[config.mk]
export PLATFORM = sky130hd
export DESIGN_NAME = vr_beat_packer
export DESIGN_NICKNAME = d
export VERILOG_FILES = /design/src/rtl/vr_pack_pkg.sv /design/src/rtl/vr_beat_packer.sv
export SDC_FILE = /design/constraint.sdc
export NUM_CORES = 1
export LEC_CHECK = 0
export CAP_MARGIN = 20
export CORE_ASPECT_RATIO = 1.5
export CORE_UTILIZATION = 55
export DETAILED_ROUTE_END_ITERATION = 12
export PLACE_DENSITY = 0.81
export REMOVE_ABC_BUFFERS = 1
export SLEW_MARGIN = 40
export SYNTH_ARGS = -nofsm -noshare
export SYNTH_HDL_FRONTEND = slang
export SYNTH_SLANG_ARGS = --single-unit
[constraint.sdc]
create_clock -name clk -period 4.3 [get_ports clk]
set_input_delay 0.43 -clock clk [delete_from_list [all_inputs] [get_ports clk]]
set_output_delay 0.43 -clock clk [all_outputs]
set_load 0.005 [all_outputs]
[src/rtl/vr_pack_pkg.sv]
// Shared types and lane-write helper for the narrow-to-wide beat packer.
// The types are sized for the default 8-bit x 4-beat configuration.
package vr_pack_pkg;

  localparam int DEF_DATA_W = 8;
  localparam int DEF_BEATS  = 4;
  localparam int DEF_CNT_W  = $clog2(DEF_BEATS + 1);

  typedef logic [DEF_DATA_W-1:0]           beat_t;
  typedef logic [DEF_BEATS*DEF_DATA_W-1:0] word_t;
  typedef logic [DEF_CNT_W-1:0]            cnt_t;

  function automatic word_t lane_insert(input word_t w, input beat_t b, input cnt_t lane);
    word_t r;
    r = w;
    r[lane*DEF_DATA_W +: DEF_DATA_W] = b;
    return r;
  endfunction

endpackage

[src/rtl/vr_beat_packer.sv]
// Packs up to BEATS narrow beats (beat 0 in LSBs) into one wide word; in_last closes early.
// Fill reg + output reg so the narrow side keeps 1 beat/cycle; closing beat -> out_valid in 1 cycle.
module vr_beat_packer
  import vr_pack_pkg::*;
#(
  parameter  int DATA_W = DEF_DATA_W,
  parameter  int BEATS  = DEF_BEATS,
  localparam int CNT_W  = $clog2(BEATS + 1)
) (
  input  logic                    clk,
  input  logic                    reset,
  input  logic                    in_valid,
  output logic                    in_ready,
  input  logic [DATA_W-1:0]       in_data,
  input  logic                    in_last,
  output logic                    out_valid,
  input  logic                    out_ready,
  output logic [BEATS*DATA_W-1:0] out_data,
  output logic [CNT_W-1:0]        out_cnt
);

  localparam int               WORD_W    = BEATS * DATA_W;
  localparam logic [CNT_W-1:0] LAST_LANE = CNT_W'(BEATS - 1);

  logic [CNT_W-1:0]  fill_cnt;
  logic [WORD_W-1:0] fill_data;
  logic [WORD_W-1:0] word_next;
  logic              pending;
  logic              accept;
  logic              closing;
  logic              out_free;

  // in_ready depends on registered state only, never on in_* or out_ready.
  assign in_ready = !pending;
  assign accept   = in_valid & in_ready;
  assign closing  = accept & (in_last | (fill_cnt == LAST_LANE));
  assign out_free = !out_valid | out_ready;

  generate
    if (DATA_W == DEF_DATA_W && BEATS == DEF_BEATS) begin : g_pkg_lane
      assign word_next = lane_insert(fill_data, in_data, fill_cnt);
    end else begin : g_gen_lane
      always_comb begin
        word_next = fill_data;
        word_next[fill_cnt*DATA_W +: DATA_W] = in_data;
      end
    end
  endgenerate

  // Fill stage: while pending, fill_cnt holds the beat count of the parked word.
  always_ff @(posedge clk or posedge reset) begin
    if (reset) begin
      fill_cnt  <= '0;
      fill_data <= '0;
      pending   <= 1'b0;
    end else if (pending && out_free) begin
      fill_cnt  <= '0;
      fill_data <= '0;
      pending   <= 1'b0;
    end else if (accept) begin
      if (closing && out_free) begin
        fill_cnt  <= '0;
        fill_data <= '0;
      end else begin
        fill_data <= word_next;
        fill_cnt  <= fill_cnt + CNT_W'(1);
        pending   <= closing;
      end
    end
  end

  // Output stage: a new load takes priority over a drain in the same cycle.
  always_ff @(posedge clk or posedge reset) begin
    if (reset) begin
      out_valid <= 1'b0;
      out_data  <= '0;
      out_cnt   <= '0;
    end else if (pending && out_free) begin
      out_valid <= 1'b1;
      out_data  <= fill_data;
      out_cnt   <= fill_cnt;
    end else if (closing && out_free) begin
      out_valid <= 1'b1;
      out_data  <= word_next;
      out_cnt   <= fill_cnt + CNT_W'(1);
    end else if (out_valid && out_ready) begin
      out_valid <= 1'b0;
    end
  end

endmodule

==> reports/qor.csv <==
stage;metric;value;unit
clock_network;clock_sink_count;72;
floorplanning;coreArea;5530;sq um
finish;drive_gt1_share;9.37;%
power;power_density;465;nW/um^2
power;p_int;1240;uW
global_route;grt_usage;27.4;%
synthesis;yosysUniqueCellTypes;40;
placement;io_buffers;49;
detailed_routing;viasPerCell;6.46;
floorplanning;die_w;64.3;microns
clock_network;cts_tree;done;
min_path;hp-class;in -> async;
setup_path;cp-start-kind;flop;
power;p_seq_share;45.5;%
detailed_routing;ant_nets;0;
synthesis;synth_area;3200;sq um
clock_network;cts_resized;0;
floorplanning;start_util;57.8;%
timing;min_period;2.59;ns
setup_path;startpoint;fill_cnt[0];
synthesis;synth_edf_count;0;
global_route;grt_pass1_vias;2453;
timing;slew_headroom;48.8;%
clock_network;cts_buffer_depth;2;
clock_network;clockRootBuffer;clkbuf_8;
timing;setup_viol_count_final;0;
setup_path;end_kind;flop;
synthesis;synthArstFlopShare;100;%
outcome;outcome;complete, no violations;
detailed_routing;drc;0;
power;vdd_drop_max;269;uV
synthesis;ys_seq_area_share;56.3;%
finish;final_util;70.9;%
timing;setup_tns;0;ns
setup_path;cp_data_required_time;4.59;ns
clock_network;cts_hold_buf;0;
detailed_routing;vias;2591;
placement;hpwl;5040;microns
detailed_routing;finalWirelength;7760;microns
setup_path;critical_path_peak_fanout;11;
finish;area_delta_synth_final;22.6;%
synthesis;synthFlopType;dfrtp_1;
timing;grt_setup_unrepaired;no;
clock_network;cts_buffers;9;
synthesis;ys_seq_elements;72;
detailed_routing;wl_per_cell;19.4;microns
setup_path;rr_startpoint;fill_cnt[0];
timing;fin_skew;0.00697;ns
global_route;grt_pass1_wl;12400;microns
floorplanning;die_y;95.4;microns
flow_run;timing.max_cap.violations;0;
finish;fin_area;3930;sq um
global_route;grt_max_degree;42;
power;p_comb_share;27.4;%
clock_network;clkTransAtPathRegs;0.07;ns
power;clkPwrFrac;27.1;%
timing;max_freq;0.386;GHz
timing;post-route-period-util;60.2;%
timing;worst_pin_slew;0.762;ns
timing;slew_violations;0;
clock_network;post_cts_buffers;0;
timing;final-hold-violation-count;0;
setup_path;ff2ff_setup_slack;1.71;ns
finish;n_antenna_cell;0;
power;p_switching;586;uW
floorplanning;rows;33;
power;p_leak;0.00166;uW
detailed_routing;first_pass_iters;5;
synthesis;ys_warn_count;0;
setup_path;arrival;2.88;ns
detailed_routing;initialDrtViolationCount;165;
synthesis;synth_cells;279;
global_route;antenna_found_initial;0;
clock_network;htreeDepth;3;
synthesis;syn_avg_cell_area;11.5;sq um
setup_path;criticalPathCategory;reg -> reg;
finish;fill_cells;433;
floorplanning;ios;50;
placement;placed_cell_area;3730;sq um
finish;nets;345;
floorplanning;die-area;6130;sq um
setup_path;rr_worst_depth;7;
power;switching_share;32.1;%
clock_network;clk_latency;0.35;ns
global_route;grt.overflow.total;0;
placement;gp_congestion;0.818;
setup_path;worstReg2RegEnd;fill_data[4];
## cell families (layout without fill, tap and decap cells)
kind of cell / count (synthesis) / after routing / synth area share (%)
flops: 72 / 72 / 56.3
buf+inv: 22 / 74 / 3.24
simple gates: 51 / 51 / 8.99
fa+ha+maj: 6 / 6 / 2.35
compound gates: 128 / 128 / 29.1
## per-stage QoR
step / std cells / setup slack [ns] / power [uW] / hold slack (ns)
5_1_grt: 401 / 1.54 / 1910 / 0.534
2_1_floorplan: 263 / 1.64 / 1110 / 0.467
3_5_place_dp: 385 / 1.73 / 1340 / 0.491
3_3_place_gp: 385 / 1.82 / 1310 / 0.485
4_1_cts: 401 / 1.72 / 1830 / 0.507
6_report: 401 / 1.71 / 1820 / 0.483
## critical path: stages, from the launching register on
cell	delay, ns
dfrtp_1	0.61
inv_2	0.11
ha_1	0.22
ha_1	0.32
nand2b_1	0.20
nor4_4	0.47
and2_1	0.39
a22o_1	0.21
## final cells by class
type | count | area [sq um] | area share [%]
clock inverters | 2 | 12.5 | 0.319
clock buffers | 14 | 173 | 4.40
repair buffers | 52 | 513 | 13.1
well taps | 70 | 87.6 | 2.23
multi-input cells | 185 | 1310 | 33.5
inverters | 6 | 23.8 | 0.606
flip-flops and latches | 72 | 1800 | 45.9
## worst max-delay path by stage
| stage | end | slack, ns | cells after the start |
|---|---|---|---|
| floorplan | out_data[0] | 1.64 | 5 |
| global placement | out_data[3] | 1.82 | 5 |
| detailed placement | out_data[5] | 1.73 | 5 |
| CTS | fill_data[4] | 1.72 | 7 |
| global route | out_data[26] | 1.54 | 7 |
| finish | fill_data[4] | 1.71 | 7 |
## cells in the mapped netlist, drive strengths merged, types with 2 or more instances
cell type / count / area (sq um)
clkbuf: 8 / 30.0
a32o: 2 / 20.0
or2: 2 / 12.5
a22o: 17 / 149
a32oi: 8 / 70.1
a221o: 8 / 80.1
a21o: 2 / 15.0
and3: 8 / 50.1
ha: 6 / 75.1
inv: 6 / 22.5
buf: 8 / 51.3
nand2: 24 / 90.1
o21ai: 43 / 230
a22oi: 40 / 300
a21oi: 2 / 13.8
o211ai: 2 / 15.0
nand2b: 3 / 18.8
dfrtp: 72 / 1800
nor2: 5 / 21.3
nor3: 3 / 31.3
## cells in the final DEF, fill, tap and decap left out, drive strengths merged, types with 2 or more instances in the layout
cell	synthesis	layout
clkbuf	8	14
inv	6	5
a21oi	2	2
ha	6	6
nor2	5	5
clkinv	0	2
o211ai	2	2
or2	2	2
a22o	17	17
a221o	8	8
nand2	24	24
a32o	2	2
and3	8	8
nand2b	3	3
clkdlybuf4s50	0	49
a32oi	8	8
buf	8	3
a22oi	40	40
a21o	2	2
dfrtp	72	72
o21ai	43	43
nor3	3	3
## registers in the layout (all words and copies together) (netlist names)
signal / count
fill_cnt: 3
pending: 1
fill_data: 32
out_data: 32
out_cnt: 3
out_valid: 1
## power by group through the flow
stage / combinational (uW) / sequential, uW / clock (uW)
floorplan: 277 / 830 / 0
global placement: 476 / 838 / 0
CTS: 498 / 830 / 501
detailed placement: 495 / 842 / 0
finish: 500 / 831 / 495
global route: 544 / 841 / 527
## routing by layer
metal	wire length [microns]	vias to the layer above	global-route usage, %
li1	-	1176	-
met1	3100	1283	36.0
met2	3890	113	43.2
met3	545	19	5.86
met4	223	0	13.3
met5	0	-	0
(Power assumes the default switching activity.)
